--- src/rtl/if_fetch_stage.sv ---
// Instruction-fetch stage: owns the PC and a word-addressed instruction memory
// and produces one {instruction, PC, valid} triple per cycle for the IF/ID buffer.
module if_fetch_stage #(
    parameter int          DEPTH      = 64,
    parameter int          ADDR_W     = 6,
    parameter logic [31:0] RESET_PC   = 32'h0000_0000,
    parameter logic [31:0] HALT_INSTR = 32'hFFFF_FFFF
) (
    input  logic              clock,
    input  logic              reset,
    input  logic              start,
    input  logic              stall,
    input  logic              redirect_en,
    input  logic [31:0]       redirect_pc,
    input  logic              load_en,
    input  logic [ADDR_W-1:0] load_addr,
    input  logic [31:0]       load_data,
    output logic [31:0]       instr_out,
    output logic [31:0]       pc_out,
    output logic              valid_out,
    output logic              halted,
    output logic              fault
);

    typedef enum logic [1:0] {
        IDLE = 2'd0,
        RUN  = 2'd1,
        HALT = 2'd2
    } state_e;

    state_e      state_q, state_d;
    logic [31:0] pc_q, pc_d;
    logic [31:0] instr_q, instr_d;
    logic [31:0] pc_out_q, pc_out_d;
    logic        valid_q, valid_d;
    logic        fault_q, fault_d;

    logic [31:0] mem_q [DEPTH];

    logic [ADDR_W-1:0] fetch_idx;
    logic [31:0]       fetch_word;
    logic              pc_out_of_range;
    logic              unused_redirect_low;

    // Redirect targets are word aligned; the two byte-offset bits are dropped.
    assign unused_redirect_low = ^redirect_pc[1:0];

    assign fetch_idx       = pc_q[ADDR_W+1:2];
    assign fetch_word      = mem_q[fetch_idx];
    assign pc_out_of_range = (pc_q[31:ADDR_W+2] != '0);

    // Loader write port: active in every state, reset included.
    // NOTE: the memory array is deliberately not reset so loaded programs survive
    // a reset and the array maps onto RAM; the combinational read above sees the
    // pre-edge contents, giving read-before-write on a same-cycle collision.
    always_ff @(posedge clock) begin
        if (load_en) begin
            mem_q[load_addr] <= load_data;
        end
    end

    // Control and output registers with synchronous reset.
    // NOTE: sequential state uses non-blocking assignments so every flop samples
    // the values from before the edge regardless of statement order.
    always_ff @(posedge clock) begin
        if (reset) begin
            state_q  <= IDLE;
            pc_q     <= RESET_PC;
            instr_q  <= '0;
            pc_out_q <= '0;
            valid_q  <= 1'b0;
            fault_q  <= 1'b0;
        end else begin
            state_q  <= state_d;
            pc_q     <= pc_d;
            instr_q  <= instr_d;
            pc_out_q <= pc_out_d;
            valid_q  <= valid_d;
            fault_q  <= fault_d;
        end
    end

    // Next-state and next-output selection; RUN decisions follow priority
    // redirect > stall > out-of-range > halt word > normal fetch.
    always_comb begin
        // NOTE: every target gets a hold default first so no path infers a latch.
        state_d  = state_q;
        pc_d     = pc_q;
        instr_d  = instr_q;
        pc_out_d = pc_out_q;
        valid_d  = valid_q;
        fault_d  = fault_q;

        unique case (state_q)
            IDLE: begin
                if (start) begin
                    state_d = RUN;
                end
            end
            RUN: begin
                if (redirect_en) begin
                    pc_d    = {redirect_pc[31:2], 2'b00};
                    instr_d = '0;
                    valid_d = 1'b0;
                end else if (stall) begin
                    // hold everything
                end else if (pc_out_of_range) begin
                    instr_d = '0;
                    valid_d = 1'b0;
                    fault_d = 1'b1;
                    state_d = HALT;
                end else if (fetch_word == HALT_INSTR) begin
                    instr_d  = HALT_INSTR;
                    pc_out_d = pc_q;
                    valid_d  = 1'b1;
                    state_d  = HALT;
                end else begin
                    instr_d  = fetch_word;
                    pc_out_d = pc_q;
                    valid_d  = 1'b1;
                    pc_d     = pc_q + 32'd4;
                end
            end
            HALT: begin
                instr_d = '0;
                valid_d = 1'b0;
            end
            default: begin
                state_d = IDLE;
            end
        endcase
    end

    assign instr_out = instr_q;
    assign pc_out    = pc_out_q;
    assign valid_out = valid_q;
    assign halted    = (state_q == HALT);
    assign fault     = fault_q;

endmodule
--- config.mk ---
export PLATFORM = sky130hd
export DESIGN_NAME = if_fetch_stage
export DESIGN_NICKNAME = d
export VERILOG_FILES = /design/src/rtl/if_fetch_stage.sv
export SDC_FILE = /design/constraint.sdc
export NUM_CORES = 2
export LEC_CHECK = 0
export CORE_ASPECT_RATIO = 1.1
export CORE_MARGIN = 4
export CORE_UTILIZATION = 40
export DETAILED_ROUTE_END_ITERATION = 8
export PLACE_DENSITY = 0.57
export SLEW_MARGIN = 20
export SYNTH_ARGS = -nofsm -noshare
export SYNTH_HDL_FRONTEND = slang
export SYNTH_SLANG_ARGS = --single-unit
--- constraint.sdc ---
create_clock -name clock -period 5.25 [get_ports clock]
set_clock_uncertainty 0.15 [all_clocks]
set_input_delay 0.525 -clock clock [delete_from_list [all_inputs] [get_ports clock]]
set_output_delay 0.525 -clock clock [all_outputs]
set_load 0.01 [all_outputs]
* Yosys cells after proc, flatten, opt, wreduce, memory -nomap -nowiden
Memory sizes are Yosys's and may differ from the RTL's. A register that Yosys moved wholly into a read port is not among the register bits. Cells that the tools add are included.
Operators by class: $add $sub $neg 1, multipliers 0, divide/modulo/power cells 0, order comparisons 0, equality and inequality tests 11, shift-type cells 0, mux-type cells 23, bitwise operators 4, reductions and logical operators 8
Operators with widths (count):
- $mux 32 | 8
- $pmux 32 s2 | 1
- $add 32x3->32 const B | 1
- $eq 32x32->1 const B | 1
- $reduce_bool 24->1 | 1
- $mux 6 | 2
- $reduce_and 4->1 | 3
- $mux 2 | 5
- $ne 2x2->1 const B | 5
- $ne 3x3->1 const B | 2
- $pmux 2 s3 | 1
- $mux 1 | 5
- $reduce_and 5->1 | 1
- $not 1->1 | 4
- $eq 2x1->1 const B | 1
- $eq 2x2->1 const B | 1
- $logic_not 2->1 | 1
- $ne 2x1->1 const B | 1
- $pmux 1 s2 | 1
- $reduce_and 2->1 | 1
- $reduce_bool 2->1 | 1
Storage, ports and cells: register bits after elaboration 100, bits in latches 0, bits in writable memories 2048, memory bits (read-only) 0, input bits 76, logic and storage cells 54, memories 1
Memory list:
- mem_q | words 64, bits a word 32, rd ports 1, clocked after Yosys merged registers in 1, write ports 1, RTL line 38 | logic [31:0] mem_q [DEPTH];

* Logic depth before layout (Yosys ltp)
depth after elaboration 7, depth in mapped cells 19, mapped depth without buffers 10

* Worst setup path before layout
Ideal clock, no wire load.
kind in2reg, start input load_addr[5], end memory mem_q[48][0] (enable), arrival 3402 ps, required time 4639 ps, path slack 1237 ps, stages 4, path through clkbuf_1 nand3_1 or3_1 nor3_1
RTL lines:
- start, declared | RTL line 16 | input logic [ADDR_W-1:0] load_addr,
- end, declared | RTL line 38
Straight into the memory's write port.

==> impl_metrics.tcl <==
set metrics [dict create \
    outcome "finished, final reports clean" \
    grt_pass1_vias 44000 \
    finalNetCount 4660 \
    p_int_w 0.0280 \
    route.vias.total 45400 \
    path_clk_slew_ns 0.06 \
    port-buffer-count 138 \
    fmax_mhz 197 \
    cp_cell_sequence "buf_12 > buf_4 > mux4_2 > mux2i_1 > o32ai_1 > nor4_1 > nor4bb_1 > buf_4 > nand4b_2 > buf_4 > o31ai_4 > a21oi_4 > buf_12 > a22o_1" \
    drive_gt1_share_pct 23.4 \
    initial_core_util_pct 40.3 \
    ys_ff_latch 2150 \
    postCtsSetupBuffers 0 \
    wl_per_cell_um 36.2 \
    io_pins 143 \
    route.met2.wl_um 130000 \
    die_h_um 488 \
    syn_to_final_growth_pct 15.3 \
    cts_hold_buf 0 \
    path_common_cell "buf_4" \
    wirelength_um 271000 \
    first_pass_iters 5 \
    syn_inst 4132 \
    cts_tree "yes" \
    coreArea_um2 208000 \
    cts_root_buf "clkbuf_16" \
    syn_area_um2 83800 \
    switchingPower_w 0.00851 \
    topRoutingLayerUsed "met5" \
    cts_buffers 210 \
    grt_max_degree 65 \
    hold_viol_final 0 \
    gp_congestion 0.814 \
    startpoint_type "flip-flop" \
    syn_avg_cell_area_um2 20.3 \
    ys_warn_count 0 \
    synth-main-ff-cell "edfxtp_1" \
    crit_path_end_kind "flip-flop" \
    cp.arrival_ns 5.72 \
    route.met3.wl_um 25700 \
    ant_nets 0 \
    die_x_um 444 \
    ys_async_sr_fraction_pct 0 \
    rsz0062_at_grt "no" \
    dp_hpwl_um 163000 \
    ys_seq_area_share_pct 75.9 \
    fin_util_pct 46.5 \
    worst_pin_slew_ns 1.20 \
    combPwrFrac_pct 8.9 \
    rows 175 \
    nFillCells 17400 \
    p_clk_share_pct 39.1 \
    wl_met1_um 107000 \
    critical-path-top-delay-family "simple AND/OR/NAND/NOR gates" \
    slowest_stage "nor4_1" \
    critical_path.max_fanout 30 \
    slew_violations 0 \
    antenna_found_initial 25 \
    power_density_nw_per_um2 378 \
    crit_type "reg -> reg" \
    h-tree-depth 4 \
    grt_pass1_wl_um 368000 \
    tns_ns 0 \
    maxSlewHeadroom_pct 19.2 \
    drt_iter0_drc 6094 \
    clock_latency_ns 0.88 \
    cts_sinks 2150 \
    setup_violations 0 \
    swShare_pct 23.3 \
    synth_enable_flop_cells 2048 \
    finalCriticalPeriod_ns 5.08 \
    fin_crit_sh_pct 96.7 \
    p_seq_share_pct 52.0 \
    path_buf_inv 5 \
    worst_ir_drop_vdd_mv 0.353 \
    grt-ovfl-total 0 \
    hold_path.class "in -> reg" \
    critical-path-max-stage-delay_ns 1.01 \
    gr-usage-all-layers_pct 24.7 \
    clock_path_buffers 3 \
    drc 0 \
    cts_resized 0 \
    power.leakage_nw 30.1 \
    required_ns 5.89 \
    timing.max_cap.violations 0 \
    die-area_um2 217000 \
    synth.distinct_cells 100 \
    via_per_inst 6.06 \
]
==> per-layer routing <==
metal  GRT usage, %  up-vias
met1           33.7    24500
met3           5.40      428
met2           40.1     2359
li1               -    18100
met4           7.09       20
met5              0        -
==> power by group through the flow <==
stage                     clock network [W]  logic, W  registers, W
final                                0.0143   0.00325        0.0190
after global routing                 0.0152   0.00339        0.0190
after detailed placement                  0   0.00323        0.0194
after floorplan                           0   0.00190        0.0193
after global placement                    0   0.00321        0.0194
after CTS                            0.0144   0.00324        0.0190
==> cells by family (layout without fill, tap and decap cells) <==
kind of cell,count (synthesis),after routing,share of synthesized area (%)
multiplexers,702,702,14.4
flip-flops,2150,2150,75.9
AO/OA/AOI/OAI,467,467,4.06
buffers and inverters,246,863,2.40
adder cells (fa/ha/maj),1,1,0.0149
AND/OR/NAND/NOR,565,565,3.28
other,1,8,0.00448
==> state kept, by name, summed over array words and instances (netlist names), named ones only <==
signal,cells
pc_q,30
state_q,2
fault,1
valid_out,1
mem_q,2048
pc_out,30
instr_out,32
==> Yosys cell counts (16+ instances only) <==
master	number	share of area [%]
nand4_1	16	0.12
buf_6	25	0.34
mux2i_1	293	3.5
nor4_1	17	0.13
edfxtp_1	2048	73
mux4_2	330	8.9
o22ai_1	60	0.45
mux4_1	52	1.6
buf_2	41	0.25
clkbuf_1	73	0.33
a21oi_1	59	0.35
buf_12	31	0.74
dfxtp_1	102	2.4
nand3_1	58	0.35
nor3_1	27	0.16
nand2_1	143	0.64
nor2_1	174	0.78
a22o_1	32	0.33
mux2_2	24	0.32
a22oi_1	131	1.2
buf_4	38	0.34
and3_1	39	0.29
o21ai_0	38	0.23
nor2b_1	21	0.16
==> cell usage in the layout, fill, tap and decap left out, drive strengths merged, types with 7 or more instances in the layout <==
master	n
edfxtp	2048
mux4	382
buf	367
mux2i	293
clkbuf	284
nor2	175
nand2	143
a22oi	133
clkdlybuf4s50	105
dfxtp	102
clkinv	82
o22ai	60
a21oi	60
nand3	58
o21ai	43
and3	40
a22o	36
nor3	28
mux2	27
nor2b	22
nor4	18
nand4	18
a211oi	16
inv	16
o31ai	15
a31oi	14
and2	12
a32oi	11
a221oi	11
nand2b	10
o221ai	9
or3	7
or2	7
==> metrics by stage <==
stage | hold slack (ns) | cell area, um2 | setup slack (ns) | instances | total power, W
final | 0.0572 | 96600 | 0.171 | 7499 | 0.0365
after global routing | 0.0429 | 96600 | 0.108 | 7495 | 0.0376
after CTS | 0.0843 | 96500 | 0.288 | 7489 | 0.0367
after detailed placement | 0.307 | 90100 | 0.313 | 7110 | 0.0226
after global placement | 0.299 | 90100 | 0.314 | 7110 | 0.0226
after floorplan | 0.293 | 83800 | 1.24 | 4133 | 0.0212
==> area by class of cell <==
| class | instances | area (um2) | share of cell area (%) |
|---|---|---|---|
| diodes | 6 | 15.0 | 0.0155 |
| clock buffers | 284 | 5630 | 5.83 |
| clock inverters | 95 | 766 | 0.793 |
| inverters | 10 | 38.8 | 0.0402 |
| multi-input cells | 1737 | 18700 | 19.4 |
| flip-flops and latches | 2150 | 63600 | 65.8 |
| well taps | 2743 | 3430 | 3.55 |
| repair buffers | 474 | 4440 | 4.59 |
==> final timing paths <==
kind,startpoint,endpoint,slack (ns),depth (start not counted)
worst max register to register,flip-flop,pc_q[18],0.17,14
worst max-delay path,flip-flop,pc_q[18],0.17,14
worst min register to register,valid_out,valid_out,0.31,2
worst min-delay path,load_data[4],mem_q[11][4],0.06,1
No activity file was read; power rests on OpenSTA's default activity.
